==> src/rtl/fmul_result_collector.sv <==
// Downstream collector for mul_top: follows issued ops through the fixed
// multiplier latency, buffers results in a FIFO and grants issue credit.
module fmul_result_collector #(
    parameter int EXPO_W = 8,
    parameter int MANT_W = 23,
    parameter int LAT    = 3,
    parameter int DEPTH  = 4
) (
    input  logic                     clk,
    input  logic                     rst,
    input  logic                     issue_valid,
    output logic                     issue_ready,
    input  logic [EXPO_W+MANT_W:0]   mul_res,
    input  logic [4:0]               mul_status,
    output logic                     out_valid,
    input  logic                     out_ready,
    output logic [EXPO_W+MANT_W:0]   out_res,
    output logic [4:0]               out_status,
    output logic [4:0]               fflags,
    input  logic                     fflags_clr
);
    localparam int W  = EXPO_W + MANT_W + 1;
    localparam int PW = $clog2(DEPTH);
    localparam logic [PW:0] DEPTH_C = DEPTH[PW:0];

    logic [LAT-1:0] vsr;
    logic [LAT-1:0] vsr_next;
    logic [W+4:0]   mem [DEPTH];
    logic [PW-1:0]  wr_ptr;
    logic [PW-1:0]  rd_ptr;
    logic [PW:0]    count;
    logic [PW:0]    occ;
    logic           accept;
    logic           capture;
    logic           pop;

    // Credit counts queued entries plus ops still inside the multiplier,
    // so every op that reaches capture already owns a FIFO slot.
    assign issue_ready = (occ < DEPTH_C);
    assign accept      = issue_valid && issue_ready;
    assign capture     = vsr[LAT-1];
    assign out_valid   = (count != '0);
    assign pop         = out_valid && out_ready;
    assign {out_res, out_status} = out_valid ? mem[rd_ptr] : '0;

    if (LAT == 1) begin : g_vsr_one
        assign vsr_next = accept;
    end else begin : g_vsr_shift
        assign vsr_next = {vsr[LAT-2:0], accept};
    end

    always_ff @(posedge clk) begin
        if (rst) begin
            vsr    <= '0;
            wr_ptr <= '0;
            rd_ptr <= '0;
            count  <= '0;
            occ    <= '0;
            fflags <= '0;
        end else begin
            vsr <= vsr_next;
            if (capture) wr_ptr <= wr_ptr + 1'b1;
            if (pop)     rd_ptr <= rd_ptr + 1'b1;

            if (capture && !pop)      count <= count + 1'b1;
            else if (!capture && pop) count <= count - 1'b1;

            if (accept && !pop)       occ <= occ + 1'b1;
            else if (!accept && pop)  occ <= occ - 1'b1;

            if (fflags_clr)   fflags <= capture ? mul_status : '0;
            else if (capture) fflags <= fflags | mul_status;
        end
    end

    always_ff @(posedge clk) begin
        if (capture && !rst) mem[wr_ptr] <= {mul_res, mul_status};
    end
endmodule

==> config.mk <==
export PLATFORM = sky130hd
export DESIGN_NAME = fmul_result_collector
export DESIGN_NICKNAME = d
export VERILOG_FILES = /design/src/rtl/fmul_result_collector.sv
export SDC_FILE = /design/constraint.sdc
export NUM_CORES = 1
export LEC_CHECK = 0
export BUFFER_PORTS_ARGS = -buffer_cell sky130_fd_sc_hd__buf_2
export CORE_ASPECT_RATIO = 0.5
export CORE_UTILIZATION = 61
export DETAILED_ROUTE_END_ITERATION = 12
export PLACE_DENSITY = 0.93
export SLEW_MARGIN = 20
export SYNTH_ARGS = -nofsm -noshare
export SYNTH_HDL_FRONTEND = slang
export SYNTH_SLANG_ARGS = --single-unit
==> constraint.sdc <==
create_clock -name clk -period 4.5 [get_ports clk]
set_input_delay 0.45 -clock clk [delete_from_list [all_inputs] [get_ports clk]]
set_output_delay 0.45 -clock clk [all_outputs]
set_load 0.02 [all_outputs]
### After elaboration in Yosys (flattened, before gate mapping)

Memory sizes are Yosys's and may differ from the RTL's. A register that Yosys moved wholly into a read port is not among the register bits.
Cells that the tools add are included.
W data, S select, Z words.

* memories kept: 1
* RAM bits: 148
* bits of input ports: 42
* bits in registers: 18
* output and inout bits: 44
* word-level logic and storage cells: 42

* muxes and demuxes: 12
* reduce and logical (&&, ||, !) cells: 15
* add/sub/neg operators: 6
* bitwise logic cells: 1
* magnitude comparators: 1

Memory list
* mem: depth 4, width 37, read ports 1, clocked after memory_dff 1, write ports 1, line 28 `logic [W+4:0] mem [DEPTH];`

Operator list (count)
* $mux W37: 1
* $mux W5: 3
* $mux W3: 4
* $logic_and A1 B1 Y1: 7
* $add A3 B1 Y3 const B: 2
* $reduce_bool A2 Y1: 3
* $sub A3 B1 Y3 const B: 2
* $or A5 B5 Y5: 1
* $add A2 B1 Y2 const B: 2
* $logic_not A1 Y1: 4
* $mux W2: 2
* $lt A3 B3 Y1 const B: 1
* $reduce_bool A3 Y1: 1
* $mux W1: 2

### Logic depth before layout (Yosys ltp)

Gate-level depths: netlist (run 1).

* word-level depth: 6
* mapped depth: 7
* mapped depth without buffers: 7

### Least setup slack after synthesis (run 1)

No wires, ideal clock.

* kind: register -> register
* start point: register vsr[2]
* end point: memory mem[0][0] (netlist bit), enable pin
* period minus slack after synthesis: 2120 ps
* stages on the path, launching flop included: 4
* setup slack: 2380 ps
* buffers on the path: 1
* setup time: 398 ps
* arrival time: 1722 ps
* required time: 4102 ps
* cells stage by stage: dfxtp_1 > clkbuf_1 > nor2b_1 > and2_1

* cells in the longest elaborated chain, start to end: 3

RTL lines
* from (decl): line 26 `logic [LAT-1:0] vsr;`
* from (signal assigned): line 61 `vsr <= vsr_next;`
* $logic_and A1 B1 Y1: line 77 `if (capture && !rst) mem[wr_ptr] <= {mul_res, mul_status};`
* $mux W1: line 77
* $mux W1 (implied by the code): line 77
* to (decl): line 28

Every way passes these cells.

==> impl_metrics.toml, run 1 <==
[timing]
fin_crit_sh = 0.691
final-setup-viol-count = 0
period_needed_ns = 3.11
hold_viol = 0
hold_ws_ns = 0.239
worst_pin_slew_ns = 1.04
fmax_mhz = 322
drv_slew = 0
max_slew_margin = 0.307
tns_ns = 0
skew_ns = 0.00802
rsz0062_at_grt = "false"

[drt]
viasPerCell = 5.76
drc = 0
totalWireLength_mm = 12.0
final_antenna_net_count = 0
wire_per_inst_um = 21.3
vias = 3249
first_pass_iters = 5
drtIter0Drc = 258

[cts]
clock-sinks = 168
htreeDepth = 4
post_cts.repair.setup_buffers = 0
cts_buffers = 17
root_buffer = "clkbuf_16"
hold_buffers = 0
cts.repair.resized = 0
clk_latency_ns = 0.42
clock_path_buffers = 2
cts_tree = "yes"
clkTransAtPathRegs_ns = 0.07

[synthesis]
syn_area_um2 = 6440
syn_nets = 370
synth.avg_cell_area_um2 = 20.1
ys_seq_elements = 168
ys.flop_type = "edfxtp_1"
synthCells = 320
synth_edf_count = 148
yosys.area.top_type = "edfxtp_1"
seq_area_frac_synth = 0.752
synth_common_cells = "edfxtp_1 (148), nor2b_1 (42), mux4_2 (37)"
ys_warn_count = 0
synthTopCellsByArea = "edfxtp_1 (69%), mux4_2 (13%), dfxtp_1 (6.2%), nor2b_1 (4.1%), ha_1 (1.2%)"
synth.most_common_cell = "edfxtp_1"
synth.top_cell.area_share = 0.690
async_flop_share = 0
synth_cell_types = 23

[placed_design]
dpl.hpwl_mm = 6.73
gpl.final_weighted_congestion = 0.721
placedCellCount = 532
io_buffers = 85

[die]
start_util = 0.628
io_pins = 86
rows = 26
die-area_um2 = 11000
fp.dieH_um = 74.6
die_w_um = 147
core_area_um2 = 10200

[setup_path]
crit_path_cell_trace = "buf_4 -> mux4_2 -> nor2b_1 -> buf_2"
worst_r2r_path_depth = 7
critPathRequiredTime_ns = 4.05
worst_path_max_delay_cell = "dfxtp_2"
cp.arrival_ns = 2.66
startpoint_type = "register"
cp-end-kind = "primary output"
slowest_delay_ns = 0.95
path_max_fanout = 27
crit_type = "reg -> out"

[finish]
drive_above_1_share = 0.380
antenna_cells = 0
areaGrowthSynthToFinish_pct = 17.0
nets = 461
fin_cells = 564

[power]
switchingPower_mw = 1.42
max-vdd-ir-drop_v = 0.000458
seqPwrFrac = 0.418
p_int_mw = 3.01
p_leak_nw = 2.61
p_sw_frac = 0.321
power.density_nw_per_um2 = 589
pwr-share-clk = 0.305
comb_power_share = 0.278

[flow_run]
maxCapViolCount = 0

[min_path]
hold_depth = 1
min_path_type = "in -> reg"

[global_routing]
grt_pass1_wl_mm = 18.0
gr-total-overflow = 0
grt_antenna_before_repair = 0
track_usage = 0.234
grt_max_degree = 38
grt_pass1_vias = 3212

[outcome]
status = "complete, no violations"
## area by class of cell
cell class                      instances  area, µm²
Sequential cell                       168       4850
Fill cell                             558       2720
Multi-Input combinational cell        130       1490
Timing Repair Buffer                   87        440
Clock buffer                           17        425
Tap cell                              140        175
Clock inverter                         15        130
Inverter                                7       26.3
## cell usage in the layout, fill, tap and decap left out, drive strengths merged, types with 4 or more instances in the layout
master,n
edfxtp,148
buf,87
nor2b,42
mux4,37
dfxtp,20
clkbuf,17
nor2,13
inv,9
clkinv,8
ha,6
xor2,5
a22oi,5
and2,4
clkinvlp,4
## per-layer routing
layer,up-vias,track usage,part of all wire
li1,1434,-,-
met1,1644,0.297,0.39
met2,154,0.397,0.53
met3,17,0.0612,0.067
met4,0,0.103,0.018
met5,-,0,0
## sequential cells by signal, summed over array words and instances, names as in the netlist, named ones only
name,count
fflags,5
rd_ptr,2
mem,148
occ,3
count,3
vsr,3
wr_ptr,2
## metrics by stage
step | cell area, µm² | util | worst slack (ns) | total power, mW
floorplan | 6440 | - | 2.38 | 2.74
global placement | 6980 | 0.681 | 1.82 | 3.07
detailed placement | 6980 | 0.681 | 1.79 | 3.11
CTS | 7530 | 0.735 | 1.28 | 4.46
global route | 7530 | 0.735 | 1.15 | 4.63
finish | 7530 | 0.735 | 1.39 | 4.43
## power groups by stage
stage	clock network [mW]	logic, mW	registers, mW
after floorplan	0	0.945	1.80
after global placement	0	1.18	1.89
after detailed placement	0	1.22	1.89
after CTS	1.36	1.24	1.86
after global routing	1.43	1.32	1.87
final	1.35	1.23	1.85
## kinds of logic (layout without fill, tap and decap cells)
| group | after synthesis | count (layout) | share of synthesized area |
|---|---|---|---|
| and+or+nand+nor | 64 | 64 | 0.0573 |
| AOI/OAI and AO/OA | 12 | 12 | 0.0117 |
| DFF | 168 | 168 | 0.752 |
| buffers and inverters | 22 | 126 | 0.0185 |
| xor gates and xnor gates | 6 | 6 | 0.00816 |
| adders and majority gates | 8 | 8 | 0.0179 |
| muxes | 40 | 40 | 0.134 |
## worst max-delay path: cells and delay by family, from the launching register on
family	cells	cell delay (ns)
AND/OR/NAND/NOR	1	0.15
buffers and inverters	2	0.57
flip-flops	1	0.95
multiplexers	1	0.56
## path summary, 6_finish.rpt
kind	from	endpoint	slack (ns)
max	register	out_res[0]	1.39
max reg2reg	count[0]	occ[2]	2.01
min	mul_res[25]	mem[2][30]	0.24
min reg2reg	vsr[1]	vsr[2]	0.44
(Power assumes the default switching activity.)
==> run 2: changes to the inputs <==
ABC_AREA = 1   (was unset)
CORE_UTILIZATION = 57   (was 61)
PLACE_DENSITY = 0.88   (was 0.93)
clock period = 3.1 ns   (was 4.5 ns; I/O delays follow)
==> run 2 against run 1 <==
  * Sequential cell count stayed put
  * Via count is 38% higher
  * Worst hold slack worse by 0.14 ns
  * Clock-buffer cell count is 2 higher
  * Power is 43% higher
  * Critical endpoint is now out_res[6]
  * Largest power group unchanged
  * Highest routed layer unchanged
==> impl_metrics.toml, run 2 <==
[cts]
cts_tree = "yes"
root_buffer = "clkbuf_16"
post_cts.repair.setup_buffers = 0
htreeDepth = 4
clkTransAtPathRegs_ns = 0.07
cts.repair.resized = 0
clock_path_buffers = 2
clk_latency_ns = 0.42
hold_buffers = 0
cts_buffers = 17
clock-sinks = 168

[synthesis]
async_flop_share = 0
synth.avg_cell_area_um2 = 12.1
ys_warn_count = 0
synthTopCellsByArea = "edfxtp_1 (67%), nor2_1 (9.6%), dfxtp_1 (6.1%), a21oi_1 (3.3%), o21ai_1 (3.1%)"
yosys.area.top_type = "edfxtp_1"
syn_nets = 598
ys.flop_type = "edfxtp_1"
synth_edf_count = 148
synth_cell_types = 20
seq_area_frac_synth = 0.734
synthCells = 548
synth_common_cells = "nor2_1 (169), edfxtp_1 (148), a21oi_1 (44)"
synth.most_common_cell = "nor2_1"
ys_seq_elements = 168
synth.top_cell.area_share = 0.673
syn_area_um2 = 6600

[finish]
largest_reg_flops = 148
stdcell_area_um2 = 7700
areaGrowthSynthToFinish_pct = 16.7
antenna_cells = 0
post-route-util = 0.691
top_regs = "mem (148), fflags (5)"
top_register = "mem"
drive_above_1_share = 0.202
nets = 684
fillCellCount = 669
layout_commonest_cell = "nor2_1"
layout_common_cells = "nor2_1 (165), edfxtp_1 (148), buf_2 (85), a21oi_1 (44), o21ai_1 (41)"

[global_routing]
grt_pass1_wl_mm = 22.1
gr-total-overflow = 0
grt_util_met2 = 0.435
grt_pass1_vias = 4385
grt_max_degree = 38
track_usage = 0.254
grt_util_met1 = 0.300
grt.busiest_layer = "met2"
grt.met3_usage = 0.0784
grt_antenna_before_repair = 0

[drt]
totalWireLength_mm = 14.4
final_antenna_net_count = 0
first_pass_iters = 7
viasPerCell = 5.66
drtIter0Drc = 584
wire_per_inst_um = 18.2
drc = 0
vias = 4483

[timing]
max_slew_margin = 0.483
skew_ns = 0.00844
period_needed_ns = 2.42
worst_pin_slew_ns = 0.775
rsz0062_at_grt = "false"
final-setup-viol-count = 0
hold_viol = 0
drv_slew = 0
fmax_mhz = 414
hold_ws_ns = 0.101
fin_crit_sh = 0.779
tns_ns = 0

[setup_path]
cp-end-kind = "primary output"
startpoint_type = "register"
cp.arrival_ns = 2.11
critPathRequiredTime_ns = 2.79
crit_type = "reg -> out"
path_max_fanout = 30

[placed_design]
dpl.hpwl_mm = 8.15
io_buffers = 85
place_area_um2 = 7140
gpl.final_weighted_congestion = 0.786

[power]
p_total_mw = 6.34
max-vdd-ir-drop_v = 0.000488
power.density_nw_per_um2 = 822
p_leak_nw = 2.86

[die]
start_util = 0.592
rows = 27
die-area_um2 = 12000
die_w_um = 154
io_pins = 86
core_area_um2 = 11100
fp.dieH_um = 78.1

[outcome]
status = "complete, no violations"

[min_path]
min_path_type = "in -> reg"

[flow_run]
maxCapViolCount = 0
[run 2: stage by stage]
stage / setup WS, ns / instances
after global routing: 0.594 / 792
after floorplan: 0.524 / 548
after global placement: 0.925 / 760
after CTS: 0.689 / 792
final: 0.685 / 792
after detailed placement: 0.823 / 760
[run 2: routing by layer]
metal | up-vias | routed length, µm
li1 | 2071 | -
met1 | 2119 | 5680
met2 | 254 | 7280
met3 | 39 | 1110
met4 | 0 | 335
met5 | - | 0
[run 2: where the power goes]
part | leakage [nW] | switching, mW | total [mW] | internal, mW
logic | 1.09 | 1.26 | 1.76 | 0.499
clock network | 0.276 | 0.830 | 2.01 | 1.18
registers | 1.50 | 0.0448 | 2.57 | 2.52
total | 2.86 | 2.14 | 6.34 | 4.20
[run 2: final cells by class]
cell class	count	area [µm²]	area share
repair buffers	94	493	0.0640
well taps	145	181	0.0235
inverters	26	97.6	0.0127
clock inverters	13	130	0.0169
flip-flops and latches	168	4850	0.629
clock buffers	19	433	0.0562
multi-input cells	327	1520	0.198
[run 2: final timing paths]
kind,from,to,slack [ns],cells past startpoint
hold reg to reg,vsr[0],vsr[1],0.41,2
hold / removal,mul_res[23],mem[1][28],0.10,1
setup / recovery,register,out_res[6],0.68,5
setup reg to reg,vsr[2],mem[2][9],0.97,3
[run 2: kinds of logic after synthesis]
logic type               synth area share
buffers and inverters              0.0404
AO/OA/AOI/OAI                      0.0997
AND/OR/NAND/NOR                     0.109
flip-flops                          0.734
adder cells (fa/ha/maj)            0.0174
[run 2: critical path, cell delays in order (launching register included)]
cell     delay [ns]
dfxtp_2        0.35
inv_2          0.31
buf_4          0.38
o21ai_0        0.21
a21oi_1        0.22
buf_2          0.21
==> run 3: changes to the inputs <==
ABC_AREA = 0   (was 1)
clock period = 2.4 ns   (was 3.1 ns; I/O delays follow)
==> run 3 against run 2 <==
  * Largest cell class unchanged
  * Clock skew shrank 0.0018 ns
  * The flow now finishes with violations (design-rule violations)
  * Sequential cell count unchanged
  * Critical endpoint is now out_res[15]
  * Non-clock buffer count is 6 higher
==> impl_metrics.toml, run 3 (synthesis results as in run 1) <==
[outcome]
status = "finished with violations"
violations = "design-rule violations"

[setup_path]
startpoint_type = "register"
critPathRequiredTime_ns = 2.16
worst_path_max_delay_cell = "mux4_2"
worst_r2r_path_depth = 8
slowest_delay_ns = 0.53
cp.depth = 4
crit_path_cell_trace = "buf_12 -> mux4_2 -> nor2b_1 -> buf_2"
cp.arrival_ns = 1.91
cp-end-kind = "primary output"
cp_top_family = "multiplexers"
path_max_fanout = 23
crit_type = "reg -> out"
cp_num_buf_inv = 2

[drt]
viasPerCell = 5.61
drtIter0Drc = 238
final_antenna_net_count = 0
drc = 4
totalWireLength_mm = 11.6
wire_per_inst_um = 20.1
vias = 3239
first_pass_iters = 8

[timing]
fin_crit_sh = 0.897
tns_ns = 0
max_slew_margin = 0.743
hold_viol = 0
period_needed_ns = 2.15
rsz0062_at_grt = "false"
drv_slew = 0
final-setup-viol-count = 0
fmax_mhz = 465
skew_ns = 0.00665
worst_pin_slew_ns = 0.385
hold_ws_ns = 0.0358
fin_ws_ns = 0.248

[flow_run]
maxCapViolCount = 0

[placed_design]
place_area_um2 = 7110
place_ws_ns = 0.311
dpl.hpwl_mm = 7.08
io_buffers = 85
gpl.final_weighted_congestion = 0.694
placedCellCount = 545

[global_routing]
gr-total-overflow = 0
grt_pass1_vias = 3391
grt_max_degree = 29
grt_antenna_before_repair = 0
grt_pass1_wl_mm = 18.3
track_usage = 0.216

[power]
p_total_mw = 8.47
max-vdd-ir-drop_v = 0.000644
power.density_nw_per_um2 = 1100
p_leak_nw = 2.69

[cts]
clock_path_buffers = 2
root_buffer = "clkbuf_16"
cts_tree = "yes"
hold_buffers = 0
cts_buffers = 17
clock-sinks = 168
post_cts.repair.setup_buffers = 0
clk_latency_ns = 0.41
htreeDepth = 4
clkTransAtPathRegs_ns = 0.07
cts.repair.resized = 0

[die]
fp.dieH_um = 77.2
die_w_um = 152
core_area_um2 = 10600
die-area_um2 = 11800
io_pins = 86
start_util = 0.609
rows = 26

[finish]
top_regs = "mem (148), fflags (5)"
layout_commonest_cell = "edfxtp_1"
fillCellCount = 592
antenna_cells = 0
stdcell_area_um2 = 7680
areaGrowthSynthToFinish_pct = 19.2
top_register = "mem"
fin_cells = 577
layout_common_cells = "edfxtp_1 (148), buf_2 (85), nor2b_1 (42), mux4_2 (37), dfxtp_1 (18)"
drive_above_1_share = 0.403
post-route-util = 0.726
nets = 474
largest_reg_flops = 148

[min_path]
hold_depth = 1
min_path_type = "in -> reg"
[run 3: layout make-up]
type / instances / area, µm² / share of cell area
clock inverter: 15 / 141 / 0.0184
clock buffer: 17 / 425 / 0.0554
inverter: 7 / 26.3 / 0.00342
tap: 140 / 175 / 0.0228
sequential: 168 / 4850 / 0.631
multi-input combinational: 130 / 1490 / 0.194
timing repair buffer: 100 / 576 / 0.0750
[run 3: worst register-to-register path: stages, from the launching register on]
cell     delay (ns)
dfxtp_1        0.37
o31ai_1        0.27
buf_4          0.17
ha_1           0.17
inv_1          0.06
fa_1           0.37
xor2_1         0.18
or3_1          0.32
a21oi_1        0.14
[run 3: final timing paths]
kind	slack [ns]	from	endpoint
setup / recovery	0.25	register	out_res[15]
hold / removal	0.04	mul_res[7]	mem[1][12]
setup reg to reg	0.27	count[0]	count[2]
hold reg to reg	0.44	vsr[0]	vsr[1]
[run 3: routing by layer]
metal,track usage,vias to the layer above,wire length (µm)
li1,-,1456,-
met1,0.279,1647,4970
met2,0.357,116,5780
met3,0.0661,20,675
met4,0.0663,0,186
met5,0,-,0
[run 3: power by group]
| group | switching, mW | total (mW) | leakage (nW) | internal (mW) |
|---|---|---|---|---|
| registers | 0.0901 | 3.35 | 1.50 | 3.26 |
| logic | 1.49 | 2.54 | 0.934 | 1.05 |
| clock network | 1.14 | 2.59 | 0.259 | 1.44 |
| total | 2.72 | 8.47 | 2.69 | 5.75 |
